<file path="config.mk">
export PLATFORM = sky130hd
export DESIGN_NAME = nco_freq_meter
export DESIGN_NICKNAME = d
export VERILOG_FILES = /design/src/rtl/nco_freq_meter.sv
export SDC_FILE = /design/constraint.sdc
export NUM_CORES = 1
export LEC_CHECK = 0
export ABC_AREA = 1
export CAP_MARGIN = 20
export CORE_UTILIZATION = 64
export CTS_CLUSTER_SIZE = 12
export DETAILED_ROUTE_END_ITERATION = 6
export PLACE_DENSITY = 0.86
export SKIP_CTS_REPAIR_TIMING = 1
export SYNTH_ARGS = -nofsm -noshare
export SYNTH_HDL_FRONTEND = slang
export SYNTH_SLANG_ARGS = --single-unit
</file>
<file path="constraint.sdc">
create_clock -name sys_clk -period 3 [get_ports sys_clk]
set_clock_uncertainty 0.1 [all_clocks]
set_input_delay 0.6 -clock sys_clk [delete_from_list [all_inputs] [get_ports sys_clk]]
set_output_delay 0.6 -clock sys_clk [all_outputs]
set_load 0.005 [all_outputs]
</file>
<file path="src/rtl/nco_freq_meter.sv">
// ---------------------------------------------------------------------------
// NcoFreqMeter (module nco_freq_meter)
//
// Tone period meter for the 4-bit offset-binary sine NCO output, either
// looped back from the NCO or taken from a 4-bit ADC. Rising crossings of the
// midpoint are detected, and the average period in clocks is measured over
// 2^LOG2_NPER consecutive periods.
//
// Optional build macro:
//   FREQ_METER_HYST_EN - when defined, crossings use a hysteresis pair
//                        (LO_TH arms, HI_TH fires) instead of the single MID
//                        threshold, which rejects LSB noise near midpoint.
//
// Parameters:
//   PERIOD_W   width of period_avg
//   LOG2_NPER  log2 of the number of periods averaged per measurement
//   TIMEOUT_W  2^TIMEOUT_W-1 clocks without a crossing is a timeout
//   MID        midpoint threshold (single-threshold build)
//   HI_TH      upper hysteresis threshold (hysteresis build)
//   LO_TH      lower hysteresis threshold (hysteresis build)
//
// Ports:
//   sys_clk     in   system clock, all logic on the rising edge
//   sys_rst_n   in   asynchronous active-low reset
//   start       in   one-cycle pulse arming a measurement, ignored while busy
//   sample_in   in   4-bit waveform sample, one per clock, offset binary
//   busy        out  high while a measurement is in progress (through DONE)
//   meas_valid  out  one-cycle pulse, period_avg freshly updated
//   period_avg  out  average period in clocks, held between measurements
//   no_signal   out  sticky timeout flag, cleared by the next accepted start
// ---------------------------------------------------------------------------
module nco_freq_meter #(
    parameter int PERIOD_W  = 24,
    parameter int LOG2_NPER = 3,
    parameter int TIMEOUT_W = 24,
    parameter int MID       = 8,
    parameter int HI_TH     = 10,
    parameter int LO_TH     = 5
) (
    input  logic                sys_clk,
    input  logic                sys_rst_n,
    input  logic                start,
    input  logic [3:0]          sample_in,
    output logic                busy,
    output logic                meas_valid,
    output logic [PERIOD_W-1:0] period_avg,
    output logic                no_signal
);

    localparam int TOT_W  = PERIOD_W + LOG2_NPER;
    localparam int TOTP_W = TOT_W + 1;
    localparam int PER_W  = LOG2_NPER + 1;

    // Value of perCnt_q at which the next crossing completes the measurement.
    localparam logic [PER_W-1:0]     NPER_LAST = PER_W'((1 << LOG2_NPER) - 1);
    // Timeout fires on the edge where the counter would reach all-ones.
    localparam logic [TIMEOUT_W-1:0] TMO_LAST  = ~TIMEOUT_W'(1);

    localparam logic [3:0] MID_Q = 4'(MID);
    localparam logic [3:0] HI_Q  = 4'(HI_TH);
    localparam logic [3:0] LO_Q  = 4'(LO_TH);

    // Threshold ordering is checked at elaboration so a bad override fails
    // loudly instead of producing a meter that never fires.
    if (!((LO_TH < MID) && (MID <= HI_TH) && (HI_TH <= 15) && (LO_TH >= 0)))
    begin : gBadThresholds
        $error("nco_freq_meter: thresholds must satisfy 0 <= LO_TH < MID <= HI_TH <= 15");
    end

    typedef enum logic [1:0] {
        IDLE  = 2'd0,
        SYNC  = 2'd1,
        COUNT = 2'd2,
        DONE  = 2'd3
    } state_t;

    state_t                state_q,     state_d;
    logic [TOT_W-1:0]      totCnt_q,    totCnt_d;
    logic [PER_W-1:0]      perCnt_q,    perCnt_d;
    logic [TIMEOUT_W-1:0]  tmoCnt_q,    tmoCnt_d;
    logic [PERIOD_W-1:0]   periodAvg_q, periodAvg_d;
    logic                  noSignal_q,  noSignal_d;
    logic [3:0]            sample_q;
    logic                  xing;

    logic [TOT_W-1:0]      totInc;
    logic [TOTP_W-1:0]     totPlusOne;
    logic [TOT_W-1:0]      totalSat;
    logic [PERIOD_W-1:0]   periodNew;

    // Single input register; crossing detection runs on the registered copy.
    always_ff @(posedge sys_clk or negedge sys_rst_n) begin
        if (!sys_rst_n) begin
            sample_q <= 4'd0;
        end else begin
            sample_q <= sample_in;
        end
    end

`ifdef FREQ_METER_HYST_EN
    logic armed_q;

    // Arm once the waveform has been clearly low; a crossing needs it to
    // climb all the way to HI_TH, so dither around the midpoint cannot fire.
    always_ff @(posedge sys_clk or negedge sys_rst_n) begin
        if (!sys_rst_n) begin
            armed_q <= 1'b0;
        end else if (xing) begin
            armed_q <= 1'b0;
        end else if (sample_q <= LO_Q) begin
            armed_q <= 1'b1;
        end
    end

    assign xing = armed_q && (sample_q >= HI_Q);
`else
    logic [3:0] samplePrev_q;

    // Previous registered sample, for edge detection on the midpoint.
    always_ff @(posedge sys_clk or negedge sys_rst_n) begin
        if (!sys_rst_n) begin
            samplePrev_q <= 4'd0;
        end else begin
            samplePrev_q <= sample_q;
        end
    end

    assign xing = (samplePrev_q < MID_Q) && (sample_q >= MID_Q);
`endif

    // Total counter saturates rather than wrapping; the exact span between
    // first and last crossing is totCnt_q+1 at the final crossing, so that
    // sum is formed one bit wider and clamped before the divide.
    assign totInc     = (totCnt_q == {TOT_W{1'b1}}) ? totCnt_q : totCnt_q + TOT_W'(1);
    assign totPlusOne = {1'b0, totCnt_q} + TOTP_W'(1);
    assign totalSat   = totPlusOne[TOT_W] ? {TOT_W{1'b1}} : totPlusOne[TOT_W-1:0];
    assign periodNew  = PERIOD_W'(totalSat >> LOG2_NPER);

    // Next-state logic for the measurement sequencer.
    always_comb begin
        state_d     = state_q;
        totCnt_d    = totCnt_q;
        perCnt_d    = perCnt_q;
        tmoCnt_d    = tmoCnt_q;
        periodAvg_d = periodAvg_q;
        noSignal_d  = noSignal_q;

        case (state_q)
            IDLE: begin
                if (start) begin
                    state_d    = SYNC;
                    noSignal_d = 1'b0;
                    tmoCnt_d   = '0;
                end
            end

            SYNC: begin
                if (xing) begin
                    state_d  = COUNT;
                    totCnt_d = '0;
                    perCnt_d = '0;
                    tmoCnt_d = '0;
                end else if (tmoCnt_q == TMO_LAST) begin
                    state_d    = IDLE;
                    noSignal_d = 1'b1;
                end else begin
                    tmoCnt_d = tmoCnt_q + TIMEOUT_W'(1);
                end
            end

            COUNT: begin
                totCnt_d = totInc;
                tmoCnt_d = tmoCnt_q + TIMEOUT_W'(1);
                if (xing) begin
                    perCnt_d = perCnt_q + PER_W'(1);
                    tmoCnt_d = '0;
                    if (perCnt_q == NPER_LAST) begin
                        periodAvg_d = periodNew;
                        state_d     = DONE;
                    end
                end else if (tmoCnt_q == TMO_LAST) begin
                    state_d    = IDLE;
                    noSignal_d = 1'b1;
                end
            end

            DONE: begin
                state_d = IDLE;
            end

            default: begin
                state_d = IDLE;
            end
        endcase
    end

    // Sequencer state and counters.
    always_ff @(posedge sys_clk or negedge sys_rst_n) begin
        if (!sys_rst_n) begin
            state_q     <= IDLE;
            totCnt_q    <= '0;
            perCnt_q    <= '0;
            tmoCnt_q    <= '0;
            periodAvg_q <= '0;
            noSignal_q  <= 1'b0;
        end else begin
            state_q     <= state_d;
            totCnt_q    <= totCnt_d;
            perCnt_q    <= perCnt_d;
            tmoCnt_q    <= tmoCnt_d;
            periodAvg_q <= periodAvg_d;
            noSignal_q  <= noSignal_d;
        end
    end

    assign busy       = (state_q != IDLE);
    assign meas_valid = (state_q == DONE);
    assign period_avg = periodAvg_q;
    assign no_signal  = noSignal_q;

endmodule

</file>
==> summary.md, run 1 <==
| Metric | Value |
|---|---|
| Row Count | 31 |
| Hold crit path type | in2async |
| First-pass GRT wire length | 20.04 mm |
| Critical path arrival | 2.71 ns |
| Syn. warnings | 0 |
| CORE AREA | 7370 um2 |
| DRC | 0 |
| Setup CP Type | reg2reg |
| Port Buffers | 30 |
| R2r endpoint | tmoCnt_q[7] |
| Worst EP required | 3.18 ns |
| Rel. slew slack | 49.56% |
| Crit share post-route | 84.07% |
| Synthesized cell area | 4967 um2 |
| Element type at the critical path end | flop |
| Root buf cell | clkbuf_8 |
| CTS max path bufs | 2 |
| Total global routing track utilization | 30.84% |
| Final ANT Viol Nets | 0 |
| Worst vdd ir | 0.4400 mV |
| Routed length on met1 | 4.848 mm |
| Number of global-route vias before repair | 4521 |
| Worst-path clk slew | 0.09 ns |
| Gr ovfl total | 0 |
| Commonest non-fill, non-tap cell in the layout | nand2_1 |
| Initial antenna violation count | 0 |
| Crit Path Max Fanout | 11 |
| Clk Latency, worst-skew pair | 0.36 ns |
| P_int | 1.931 mW |
| Unique masters post-synth | 32 |
| Clock share of power | 30.3% |
| Most frequent cells in the layout | nand2_1, nor2_1, dfrtp_1 |
| Total Routed Length | 11.55 mm |
| Die Footprint | 8118 um2 |
| Die W | 90.10 um |
| HPWL after detailed placement | 8.235 mm |
| Inserted Clock Buffers | 9 |
| Iteration count of the initial detailed-routing pass | 5 |
| Worst reg2reg startpoint | state_q[0] |
| H-tree levels | 3 |
| Count of state elements after synthesis | 84 |
| Mapped Cells | 702 |
| Final TNS setup | 0 ns |
| Top-level I/O count | 34 |
| Status | finished clean |
| RSZ-0062 raised after global routing | no |
| Sequential share of power | 41.1% |
| Post-Syn Area per Cell | 7.076 um2 |
| Worst Max-Slew Pin Slew | 0.7558 ns |
| DR WL/cell | 13.87 um |
| Met2 WL post-DR | 5.985 mm |
| TritonCTS Sinks | 84 |
| PwrDens | 542.4 nW/um2 |
| Initial core utilization | 67.40% |
| # Max-Cap Violations | 0 |
| R2R Setup Slk | 0.48 ns |
| Iteration-0 DRC Markers | 287 |
| ANT cells | 0 |
| Pwr Total | 3.011 mW |
| Pleak | 2.695 nW |
| Die Span Y | 90.10 um |
| Net switching power | 1.080 mW |
| DR top layer | met4 |
| RePlAce Congestion | 0.9253 |
| Pin count of the biggest net entering global routing | 58 |
| Count of final hold-check violations | 0 |
| Register area share after synthesis | 42.32% |
| Logic pwr share | 28.6% |
| Max-slew violations | 0 |
| CTS tree | done |
| Routed vias | 4542 |
| Syn-to-layout area delta | 11.76% |
| R2R cell count | 8 |
| Mapped Nets | 717 |
| Clock period minus worst slack | 2.522 ns |
| Final net count | 745 |
| Net Sw Frac | 35.88% |
| Layout cell share with drive strength beyond 1 | 6.540% |
| DR vias/cell | 5.453 |
| Routed length on met3 | 361 um |
| Setup Viol. Count Final | 0 |
| Fmax | 396.5 MHz |
| Startpoint class of the critical path | flop |
[final cells by class]
type                    count  area, um2
multi-input cells         533       2506
flip-flops and latches     84       2102
fillers                   582       1818
repair buffers             34      340.3
inverters                  68      255.2
clock buffers              11      151.4
well taps                  99      123.9
clock inverters             4      72.57
[cell usage after synthesis]
cell      instances  share of area (%)
o21ai_2           4               0.71
nand3_4           1               0.35
clkbuf_1          4               0.30
nand2_2           5               0.63
nor2_4            6                1.4
buf_6             3               0.68
nor2_1           89                6.7
nand4_2           2               0.50
or2_2             1               0.13
o31ai_1           2               0.30
clkbuf_2          1               0.10
and2_1            2               0.25
o22ai_1           1               0.13
buf_2             7               0.71
nand4_1          19                2.4
ha_1              8                2.0
a21oi_1          14                1.4
a21o_1            3               0.45
xnor2_1           9                1.6
nor2_2            5               0.63
inv_2             2               0.15
nor3_1            8               0.81
xor2_1           13                2.3
dfrtp_1          84                 42
o21ai_0          27                2.7
buf_4             2               0.30
nand3_2           1               0.20
o21ai_1           6               0.60
inv_1            66                5.0
nand2_1         270                 20
nand3_1          36                3.6
nand2_4           1               0.23
[state kept, by name, summed over array words and instances, names as in the netlist]
| signal | count |
|---|---|
| totCnt_q | 27 |
| period_avg | 24 |
| tmoCnt_q | 24 |
| perCnt_q | 4 |
| state_q | 2 |
| no_signal | 1 |
| samplePrev_q | 1 |
| sample_q | 1 |
[stage by stage]
| step | worst slack, ns | instance area [um2] | utilization (%) | instances | hold slack (ns) |
|---|---|---|---|---|---|
| final | 0.4778 | 5552 | 75.33 | 833 | 0.1862 |
| after floorplan | 1.139 | 4967 | - | 702 | 0.2044 |
| after CTS | 0.5474 | 5552 | 75.33 | 833 | 0.2158 |
| after global routing | 0.3988 | 5552 | 75.33 | 833 | 0.2356 |
| after global placement | 0.5959 | 5328 | 72.29 | 818 | 0.2636 |
| after detailed placement | 0.5708 | 5328 | 72.29 | 818 | 0.2710 |
[power groups by stage]
| stage | clock network (mW) | logic [mW] | registers [mW] |
|---|---|---|---|
| global placement | 0 | 0.822 | 1.25 |
| finish | 0.913 | 0.861 | 1.24 |
| detailed placement | 0 | 0.843 | 1.25 |
| CTS | 0.928 | 0.850 | 1.24 |
| global route | 0.984 | 0.958 | 1.24 |
| floorplan | 0 | 0.660 | 1.24 |
[worst max path at each step]
stage                     end  cells past startpoint        from  slack (ns)
6_report          tmoCnt_q[7]                      8  state_q[0]        0.48
5_1_grt           tmoCnt_q[7]                      8  state_q[0]        0.40
4_1_cts           tmoCnt_q[7]                      8  state_q[0]        0.55
3_5_place_dp     tmoCnt_q[18]                      8       start        0.57
3_3_place_gp     tmoCnt_q[17]                      8       start        0.60
2_1_floorplan  period_avg[10]                     11  state_q[0]        1.14
[worst max-delay path, stage by stage, from the launching register on]
cell     delay, ns
dfrtp_1       0.42
inv_1         0.11
ha_1          0.59
inv_1         0.21
nor2_1        0.41
inv_1         0.25
a21oi_1       0.19
nor2_1        0.07
a21oi_1       0.12
[cells by family after synthesis]
logic type / count (synthesis) / synth area share (%)
AOI/OAI and AO/OA: 57 / 6.322
xor gates and xnor gates: 22 / 3.879
adders and majority gates: 8 / 2.015
buffers and inverters: 85 / 7.229
DFF: 84 / 42.32
and+or+nand+nor: 446 / 38.24
[per-layer routing]
metal,vias up,GRT usage [%]
met5,-,0
met4,0,14.52
met3,32,6.599
met2,95,54.07
met1,2168,35.90
li1,2247,-
Power figures use the tool's default switching activity.
==> inputs of run 2 (changes only) <==
--- a/config.mk
+++ b/config.mk
@@ -7,10 +7,10 @@
 export LEC_CHECK = 0
 export ABC_AREA = 1
 export CAP_MARGIN = 20
-export CORE_UTILIZATION = 64
+export CORE_UTILIZATION = 59
 export CTS_CLUSTER_SIZE = 12
 export DETAILED_ROUTE_END_ITERATION = 6
-export PLACE_DENSITY = 0.86
+export PLACE_DENSITY = 0.8
 export SKIP_CTS_REPAIR_TIMING = 1
 export SYNTH_ARGS = -nofsm -noshare
 export SYNTH_HDL_FRONTEND = slang
==> constraint.sdc (replaced) <==
create_clock -name sys_clk -period 2.6 [get_ports sys_clk]
set_clock_uncertainty 0.1 [all_clocks]
set_input_delay 0.52 -clock sys_clk [delete_from_list [all_inputs] [get_ports sys_clk]]
set_output_delay 0.52 -clock sys_clk [all_outputs]
set_load 0.005 [all_outputs]
==> run 2 against run 1 <==
Wire length down 1.4%. Critical path depth decreased by 4. Sequential share of layout area hardly changed. Clock-buffer cell count did not move. Non-clock buffer count increased by 3. Hold slack got worse by 0.099 ns. Global-route usage fell by 2.7 points. Final cell count increased by 1.1%. Clock power increased by 3.8%. Flip-flop and latch count unchanged. Final area about the same.
==> summary.md, run 2 (same netlist as run 1, synthesis figures left out) <==
| Metric | Value |
|---|---|
| Die Footprint | 8790 um2 (was 8118 um2) |
| Rel. slew slack | 51.33% (was 49.56%) |
| DR vias/cell | 5.355 (was 5.453) |
| Worst vdd ir | 0.3559 mV (was 0.4400 mV) |
| Fillcell total | 690 (was 582) |
| RSZ-0062 raised after global routing | no (unchanged) |
| CTS max path bufs | 2 (unchanged) |
| Inserted Clock Buffers | 9 (unchanged) |
| Commonest non-fill, non-tap cell in the layout | nand2_1 (unchanged) |
| Row Count | 33 (was 31) |
| Status | finished clean (unchanged) |
| CORE AREA | 8175 um2 (was 7370 um2) |
| Largest Register | totCnt_q (unchanged) |
| DRC | 0 (unchanged) |
| Crit share post-route | 88.96% |
| Most frequent cells in the layout | nand2_1, nor2_1, dfrtp_1 (unchanged) |
| Port Buffers | 30 (unchanged) |
| CTS tree | done (unchanged) |
| Final cell count without fillers | 842 (was 833) |
| Final TNS setup | 0 ns (unchanged) |
| Routed vias | 4509 (was 4542) |
| Max reg flops | 27 (unchanged) |
| Pleak | 2.690 nW (was 2.695 nW) |
| Gr ovfl total | 0 (unchanged) |
| First-pass GRT wire length | 19.60 mm (was 20.04 mm) |
| Count of final hold-check violations | 0 (unchanged) |
| Fmax | 432.4 MHz |
| Total global routing track utilization | 28.16% (was 30.84%) |
| Iteration count of the initial detailed-routing pass | 5 (unchanged) |
| H-tree levels | 3 (unchanged) |
| Setup Viol. Count Final | 0 (unchanged) |
| Iteration-0 DRC Markers | 317 (was 287) |
| Post-route cell area | 5549 um2 (was 5552 um2) |
| DR WL/cell | 13.52 um (was 13.87 um) |
| Worst Max-Slew Pin Slew | 0.7293 ns (was 0.7558 ns) |
| Final core utilization | 67.88% (was 75.33%) |
| PwrDens | 607.4 nW/um2 (was 542.4 nW/um2) |
| Final ANT Viol Nets | 0 (unchanged) |
| Layout cell share with drive strength beyond 1 | 6.784% (was 6.540%) |
| Pin count of the biggest net entering global routing | 85 (was 58) |
| ANT cells | 0 (unchanged) |
| Element type at the critical path end | output port (was flop) |
| Max-slew violations | 0 (unchanged) |
| Syn-to-layout area delta | 11.71% (was 11.76%) |
| TritonCTS Sinks | 84 (unchanged) |
| Clk Latency, worst-skew pair | 0.36 ns (about the same) |
| RePlAce Congestion | 0.9802 (was 0.9253) |
| Number of global-route vias before repair | 4148 (was 4521) |
| Clock period minus worst slack | 2.313 ns |
| Top-level I/O count | 34 (unchanged) |
| Total Routed Length | 11.38 mm (was 11.55 mm) |
| Crit Path Max Fanout | 4 (was 11) |
| # Max-Cap Violations | 0 (unchanged) |
| Placed Instance Area | 5358 um2 (was 5328 um2) |
| Multi-input logic area | 2506 um2 (unchanged) |
| Die Span Y | 93.76 um (was 90.10 um) |
| Hold crit path type | in2async (unchanged) |
| Critical path arrival | 1.69 ns (was 2.71 ns) |
| Die W | 93.76 um (was 90.10 um) |
| Seq. cell area | 2102 um2 (unchanged) |
| Initial antenna violation count | 0 (unchanged) |
| Startpoint class of the critical path | flop (unchanged) |
| Worst EP required | 1.98 ns (was 3.18 ns) |
| HPWL after detailed placement | 8.084 mm (was 8.235 mm) |
| Placed instance count | 827 (was 818) |
| Setup CP Type | reg2out (was reg2reg) |
| Final net count | 748 (was 745) |
| Initial core utilization | 60.76% (was 67.40%) |
| Worst-path clk slew | 0.09 ns (about the same) |
| Root buf cell | clkbuf_8 (unchanged) |
run 2: cell count changes in the layout (fill, tap and decap cells not counted):
cell,before,now
buf_4,4,7
bufinv_16,2,1
clkbuf_1,0,1
clkbuf_8,11,10
clkinvlp_4,1,2
run 2: final timing paths:
check	start	end	slack, ns	depth (start not counted)
setup reg to reg	state_q[1]	tmoCnt_q[18]	0.38	10
hold / removal	sys_rst_n	perCnt_q[0]	0.09	2
max in group asynchronous	sys_rst_n	tmoCnt_q[6]	1.97	2
hold reg to reg	sample_q[3]	samplePrev_q[3]	0.29	0
min in group sys_clk	sample_q[3]	samplePrev_q[3]	0.29	0
setup / recovery	state_q[0]	busy	0.29	4
run 2: worst max-delay path: stages, from the launching register on:
cell	delay, ns
dfrtp_1	0.38
inv_1	0.10
ha_1	0.25
inv_1	0.10
clkdlybuf4s50_1	0.51
run 2: routing by layer:
metal / routed length [um] / up-vias / global-route usage (%)
met5: 0 / - / 0
met4: 130 / 0 / 7.051
met3: 658 / 12 / 5.016
met2: 5152 / 147 / 44.95
met1: 5442 / 2082 / 39.58
li1: - / 2268 / -
run 2: stage by stage:
stage | hold slack, ns | worst slack (ns) | power [mW]
5_1_grt | 0.1238 | 0.1378 | 3.574
3_3_place_gp | 0.2683 | 0.3058 | 2.406
6_report | 0.08724 | 0.2871 | 3.370
4_1_cts | 0.1138 | 0.2780 | 3.368
3_5_place_dp | 0.2713 | 0.2253 | 2.440
2_1_floorplan | 0.1244 | 0.7392 | 2.194
run 2: report_power, final:
group / switching (mW) / internal (mW) / total (mW)
Sequential: 0.0545 / 1.36 / 1.42
Clock: 0.483 / 0.464 / 0.948
Combinational: 0.709 / 0.295 / 1.00
Total: 1.25 / 2.12 / 3.37
run 2: area by class of cell:
cell class	count	share of cell area (%)
Tap cell	105	2.368
Inverter	68	4.600
Sequential cell	84	37.88
Timing Repair Buffer	37	6.539
Clock buffer	11	2.548
Multi-Input combinational cell	533	45.16
Clock inverter	4	0.9019
